`src/rtl/mem_stage_ctrl.sv`:
```
`default_nettype none
// +--------------------------------------------------------------------------+
// | Module      : mem_stage_ctrl                                             |
// | Description : MEM-stage data-memory access controller. Latches a         |
// |               load/store from EX/MEM, runs a req/ack handshake with an   |
// |               optional timeout, stalls the pipeline until the access     |
// |               completes and presents load data to MEM/WB.                |
// | Options     : define MEM_ALIGN_CHECK_EN to reject word-misaligned        |
// |               accesses (misalign_o pulse, no memory request).            |
// | Revision    : 1.0 - initial release                                      |
// +--------------------------------------------------------------------------+
module mem_stage_ctrl #(
  parameter int DATA_W  = 32,
  parameter int TIMEOUT = 16
) (
  input  logic              clk_i,
  input  logic              rst_i,
  input  logic              MemRead_i,
  input  logic              MemWrite_i,
  input  logic [DATA_W-1:0] ALUresult_i,
  input  logic [DATA_W-1:0] RDdata_i,
  output logic              mem_req_o,
  output logic              mem_we_o,
  output logic [DATA_W-1:0] mem_addr_o,
  output logic [DATA_W-1:0] mem_wdata_o,
  input  logic              mem_ack_i,
  input  logic [DATA_W-1:0] mem_rdata_i,
  output logic              stall_o,
  output logic [DATA_W-1:0] MemData_o,
  output logic              bus_err_o,
  output logic              misalign_o
);

  // Counter only has to reach TIMEOUT-1; keep at least one bit so a
  // disabled timeout (TIMEOUT == 0) still elaborates cleanly.
  localparam int CNT_W = (TIMEOUT > 1) ? $clog2(TIMEOUT) : 1;
  localparam logic [CNT_W-1:0] c_cnt_last = CNT_W'(TIMEOUT - 1);
  localparam logic c_to_en = (TIMEOUT != 0);

  typedef enum logic [1:0] {
    ST_IDLE   = 2'd0,
    ST_ACCESS = 2'd1,
    ST_DONE   = 2'd2
  } state_t;

  state_t              state_q, state_d;
  logic                req_q, req_d;
  logic                we_q, we_d;
  logic [DATA_W-1:0]   addr_q, addr_d;
  logic [DATA_W-1:0]   wdata_q, wdata_d;
  logic [DATA_W-1:0]   rdata_q, rdata_d;
  logic [CNT_W-1:0]    cnt_q, cnt_d;
  logic                bus_err_q, bus_err_d;
  logic                w_mem_op;

  assign w_mem_op = MemRead_i | MemWrite_i;

`ifdef MEM_ALIGN_CHECK_EN
  logic misalign_q, misalign_d;
  logic w_misaligned;
  assign w_misaligned = (ALUresult_i[1:0] != 2'b00);
  assign misalign_o   = misalign_q;
`else
  assign misalign_o   = 1'b0;
`endif

  // Next-state and next-output logic; all registers hold unless told otherwise.
  always_comb begin
    state_d   = state_q;
    req_d     = req_q;
    we_d      = we_q;
    addr_d    = addr_q;
    wdata_d   = wdata_q;
    rdata_d   = rdata_q;
    cnt_d     = cnt_q;
    bus_err_d = 1'b0;
`ifdef MEM_ALIGN_CHECK_EN
    misalign_d = 1'b0;
`endif
    case (state_q)
      ST_IDLE: begin
        if (w_mem_op) begin
`ifdef MEM_ALIGN_CHECK_EN
          if (w_misaligned) begin
            // Rejected before reaching memory; DONE lets EX/MEM advance.
            misalign_d = 1'b1;
            state_d    = ST_DONE;
          end else
`endif
          begin
            addr_d  = ALUresult_i;
            wdata_d = RDdata_i;
            we_d    = MemWrite_i;
            req_d   = 1'b1;
            cnt_d   = '0;
            state_d = ST_ACCESS;
          end
        end
      end
      ST_ACCESS: begin
        if (mem_ack_i) begin
          // Ack wins over a simultaneous timeout expiry.
          req_d   = 1'b0;
          state_d = ST_DONE;
          if (!we_q) rdata_d = mem_rdata_i;
        end else if (c_to_en && (cnt_q == c_cnt_last)) begin
          req_d     = 1'b0;
          bus_err_d = 1'b1;
          if (!we_q) rdata_d = '1;
          state_d   = ST_DONE;
        end else begin
          cnt_d = cnt_q + 1'b1;
        end
      end
      ST_DONE: begin
        // EX/MEM still holds the finished instruction here, so never restart.
        state_d = ST_IDLE;
      end
      default: begin
        state_d = ST_IDLE;
      end
    endcase
  end

  // State and output registers with synchronous reset.
  always_ff @(posedge clk_i) begin
    if (rst_i) begin
      state_q   <= ST_IDLE;
      req_q     <= 1'b0;
      we_q      <= 1'b0;
      addr_q    <= '0;
      wdata_q   <= '0;
      rdata_q   <= '0;
      cnt_q     <= '0;
      bus_err_q <= 1'b0;
`ifdef MEM_ALIGN_CHECK_EN
      misalign_q <= 1'b0;
`endif
    end else begin
      state_q   <= state_d;
      req_q     <= req_d;
      we_q      <= we_d;
      addr_q    <= addr_d;
      wdata_q   <= wdata_d;
      rdata_q   <= rdata_d;
      cnt_q     <= cnt_d;
      bus_err_q <= bus_err_d;
`ifdef MEM_ALIGN_CHECK_EN
      misalign_q <= misalign_d;
`endif
    end
  end

  assign stall_o     = ((state_q == ST_IDLE) && w_mem_op) || (state_q == ST_ACCESS);
  assign mem_req_o   = req_q;
  assign mem_we_o    = we_q;
  assign mem_addr_o  = addr_q;
  assign mem_wdata_o = wdata_q;
  assign MemData_o   = rdata_q;
  assign bus_err_o   = bus_err_q;

endmodule
`default_nettype wire

```
`config.mk`:
```
export PLATFORM = sky130hd
export DESIGN_NAME = mem_stage_ctrl
export DESIGN_NICKNAME = d
export VERILOG_FILES = /design/src/rtl/mem_stage_ctrl.sv
export SDC_FILE = /design/constraint.sdc
export NUM_CORES = 1
export LEC_CHECK = 0
export ABC_CLOCK_PERIOD_IN_PS = 1980
export CELL_PAD_IN_SITES_DETAIL_PLACEMENT = 0
export CELL_PAD_IN_SITES_GLOBAL_PLACEMENT = 2
export CORE_AREA = 2 2 140 142
export DETAILED_ROUTE_END_ITERATION = 6
export DIE_AREA = 0 0 142 144
export PLACE_DENSITY_LB_ADDON = 0.25
export SLEW_MARGIN = 20
export SYNTH_ARGS = -nofsm -noshare
export SYNTH_HDL_FRONTEND = slang
export SYNTH_SLANG_ARGS = --single-unit
```
`constraint.sdc`:
```
create_clock -name clk_i -period 1.98 [get_ports clk_i]
set_input_delay 0.396 -clock clk_i [delete_from_list [all_inputs] [get_ports clk_i]]
set_output_delay 0.396 -clock clk_i [all_outputs]
set_load 0.03 [all_outputs]
```
==> results.json <==
{
  "outcome": "complete, no violations",
  "fin_cells": 905,
  "ys_ff_latch": 105,
  "drt_iter0_markers": 149,
  "cts_setup_buffers": 0,
  "finClkSkew_ns": 0.00995,
  "fin_nets": 764,
  "vdd_drop_max_mv": 0.426,
  "clk_path_buf_depth": 2,
  "cp.required_ns": 1.58,
  "synth-warning-count": 0,
  "rr_startpoint": "cnt_q[0]$_SDFFE_PP0P_",
  "drt_wl_total_um": 14400,
  "busiest_layer": "met2",
  "r2r-end": "MemData_o[31]$_SDFFE_PP0P_",
  "globalplace.congestion": 0.688,
  "num_io_pins": 202,
  "final_common_cell": "clkdlybuf4s50_1",
  "antenna_found_initial": 0,
  "hp-start": "MemData_o[28]$_SDFFE_PP0P_",
  "cts.repair.resized": 0,
  "setup_tns_ns": 0,
  "p_int_w": 0.00401,
  "htreeDepth": 3,
  "cts.sinks": 105,
  "hold_slack_ns": 0.453,
  "synth_nets": 583,
  "pwr-share-clk": 0.346,
  "grt_pass1_vias": 4123,
  "critPathKind": "in -> out",
  "ys_seq_area_frac": 0.515,
  "synth_cell_type_count": 33,
  "powerDensity_mw_per_mm2": 851,
  "die-width_um": 142,
  "avgSynthCellArea_um2": 8.48,
  "die_y_um": 144,
  "max_cap_violations": 0,
  "vias": 4086,
  "crit_path_max_fanout": 2,
  "slew_violations": 0,
  "numPortBuffers": 200,
  "route.detailed.drc": 0,
  "min_path_type": "reg -> reg",
  "fin_crit_sh": 0.933,
  "hold_violations": 0,
  "grt_usage": 0.138,
  "post-route-min-period_ns": 1.85,
  "syn_inst": 481,
  "final_cell_mix": "198 x clkdlybuf4s50_1, 105 x dfxtp_1, 93 x o21ai_0",
  "syn_to_final_growth_pct": 64.6,
  "synth_top_cell_area_share": 0.515,
  "via_per_inst": 4.51,
  "arrival_ns": 1.45,
  "rows": 51,
  "dr.pass1.iters": 4,
  "dp_hpwl_um": 9560,
  "grt_max_degree": 62,
  "ant_nets": 0,
  "wl_per_cell_um": 15.9,
  "yosysTopAreaCell": "dfxtp_1",
  "power_frac_comb": 0.242,
  "cts_root_buf": "clkbuf_16",
  "cts_hold_buf": 0,
  "dp_cells": 889,
  "clkTransAtPathRegs_ns": 0.07,
  "num_antenna_cells": 0,
  "power_frac_seq": 0.412,
  "holdPathStages": 2,
  "grt_remaining_overflow": 0,
  "final_util": 0.352,
  "initial_utilization": 0.214,
  "finalSetupViolCount": 0,
  "cts_buffers": 9,
  "p_sw_w": 0.00171,
  "drive_above_1_share": 0.112,
  "clkLatencyLatePin_ns": 0.35,
  "use_met3": 0.0411,
  "core_area_mm2": 0.0191,
  "synth_area_mm2": 0.00408,
  "r2r_slack_ns": 0.30,
  "worst_pin_slew_ns": 0.537,
  "critPathCaptureType": "primary output",
  "grt_first_pass_wirelength_um": 22300,
  "netlist_top_cells_area": "dfxtp_1 52%, o21ai_0 11%, a21oi_1 8.5%, nand3_1 8.1%, a21oi_2 6.4%",
  "max_freq_mhz": 541,
  "swShare": 0.299,
  "tritoncts": "yes",
  "leakagePower_nw": 2.33,
  "reg2reg_depth": 5,
  "die_area_mm2": 0.0204,
  "slew_headroom": 0.642,
  "hold_end": "MemData_o[28]$_SDFFE_PP0P_",
  "gr-usage-met2": 0.234,
  "rsz0062_at_grt": "false",
  "grt_use_met1": 0.166,
  "start_kind": "input port"
}
[Yosys cell counts]
master,number
or2_2,2
nor2b_1,1
nand4bb_1,1
o221ai_1,2
a31oi_1,1
conb_1,1
o21ai_1,4
or3_1,1
inv_1,33
clkbuf_1,36
a22oi_1,1
a21oi_1,69
nand2_1,2
nor3_1,1
dfxtp_1,105
buf_1,6
a211oi_1,1
nand2b_1,2
nand4_1,1
buf_2,3
nor2_1,6
buf_4,1
or4_1,1
o21ai_0,93
a31o_2,2
mux2i_1,1
nor4_1,2
a32o_1,1
buf_6,3
a21oi_2,30
ha_1,1
nand3_1,66
a31oi_2,1
[metal layers]
layer  wire length, um  share of wire  vias to the layer above
met1              6240           0.43                     1883
met5                 0              0                        -
met3              1050          0.073                       16
li1                  -              -                     2035
met4               208          0.014                        0
met2              6860           0.48                      152
[final cells by class]
cell class / instances / area (um^2)
clock buffer: 9 / 225
clock inverter: 7 / 98.8
inverter: 33 / 124
timing repair buffer: 219 / 2210
tap: 238 / 298
sequential: 105 / 2100
fill: 1931 / 12400
multi-input combinational: 294 / 1660
[power groups by stage]
| stage | Combinational, W | Clock [W] | Sequential, W |
|---|---|---|---|
| floorplan | 0.000412 | 0 | 0.00270 |
| global placement | 0.00139 | 0 | 0.00240 |
| detailed placement | 0.00140 | 0 | 0.00241 |
| CTS | 0.00140 | 0.00207 | 0.00236 |
| global route | 0.00148 | 0.00215 | 0.00238 |
| finish | 0.00138 | 0.00198 | 0.00236 |
[how the worst max path moves through the flow]
| stage | startpoint | to | depth (start not counted) |
|---|---|---|---|
| global placement | MemWrite_i | stall_o | 5 |
| detailed placement | mem_ack_i | MemData_o[31]$_SDFFE_PP0P_ | 5 |
| finish | MemWrite_i | stall_o | 5 |
| global route | MemWrite_i | stall_o | 5 |
| CTS | mem_we_o$_SDFFE_PP0P_ | mem_we_o | 1 |
| floorplan | MemWrite_i | stall_o | 6 |
[cell families (layout without fill, tap and decap cells)]
family / after synthesis / count (layout) / synth area share
buffers and inverters: 82 / 268 / 0.0828
adder cells (fa/ha/maj): 1 / 1 / 0.00307
multiplexers: 1 / 1 / 0.00245
other: 1 / 1 / 0.000919
flip-flops: 105 / 105 / 0.515
AND/OR/NAND/NOR: 86 / 86 / 0.108
AO/OA/AOI/OAI: 205 / 205 / 0.287
[critical path, cell delays in order]
cell             delay, ns
clkdlybuf4s50_1       0.42
or2_2                 0.32
nor2_1                0.10
nor2_1                0.07
buf_12                0.15
[state kept, by name, summed over array words and instances, names as in the netlist]
| register | flops |
|---|---|
| MemData_o | 32 |
| mem_addr_o | 32 |
| mem_wdata_o | 32 |
| cnt_q | 4 |
| state_q | 2 |
| bus_err_o | 1 |
| mem_req_o | 1 |
| mem_we_o | 1 |
[metrics by stage]
step                      cell area (um^2)  power (W)  worst slack, ns
after floorplan                       4080    0.00311           0.0413
after global placement                6390    0.00379            0.104
after detailed placement              6390    0.00380           0.0811
after CTS                             6720    0.00582           0.0945
after global routing                  6720    0.00601           0.0618
final                                 6720    0.00572            0.133
No activity file was read; power rests on OpenSTA's default activity.
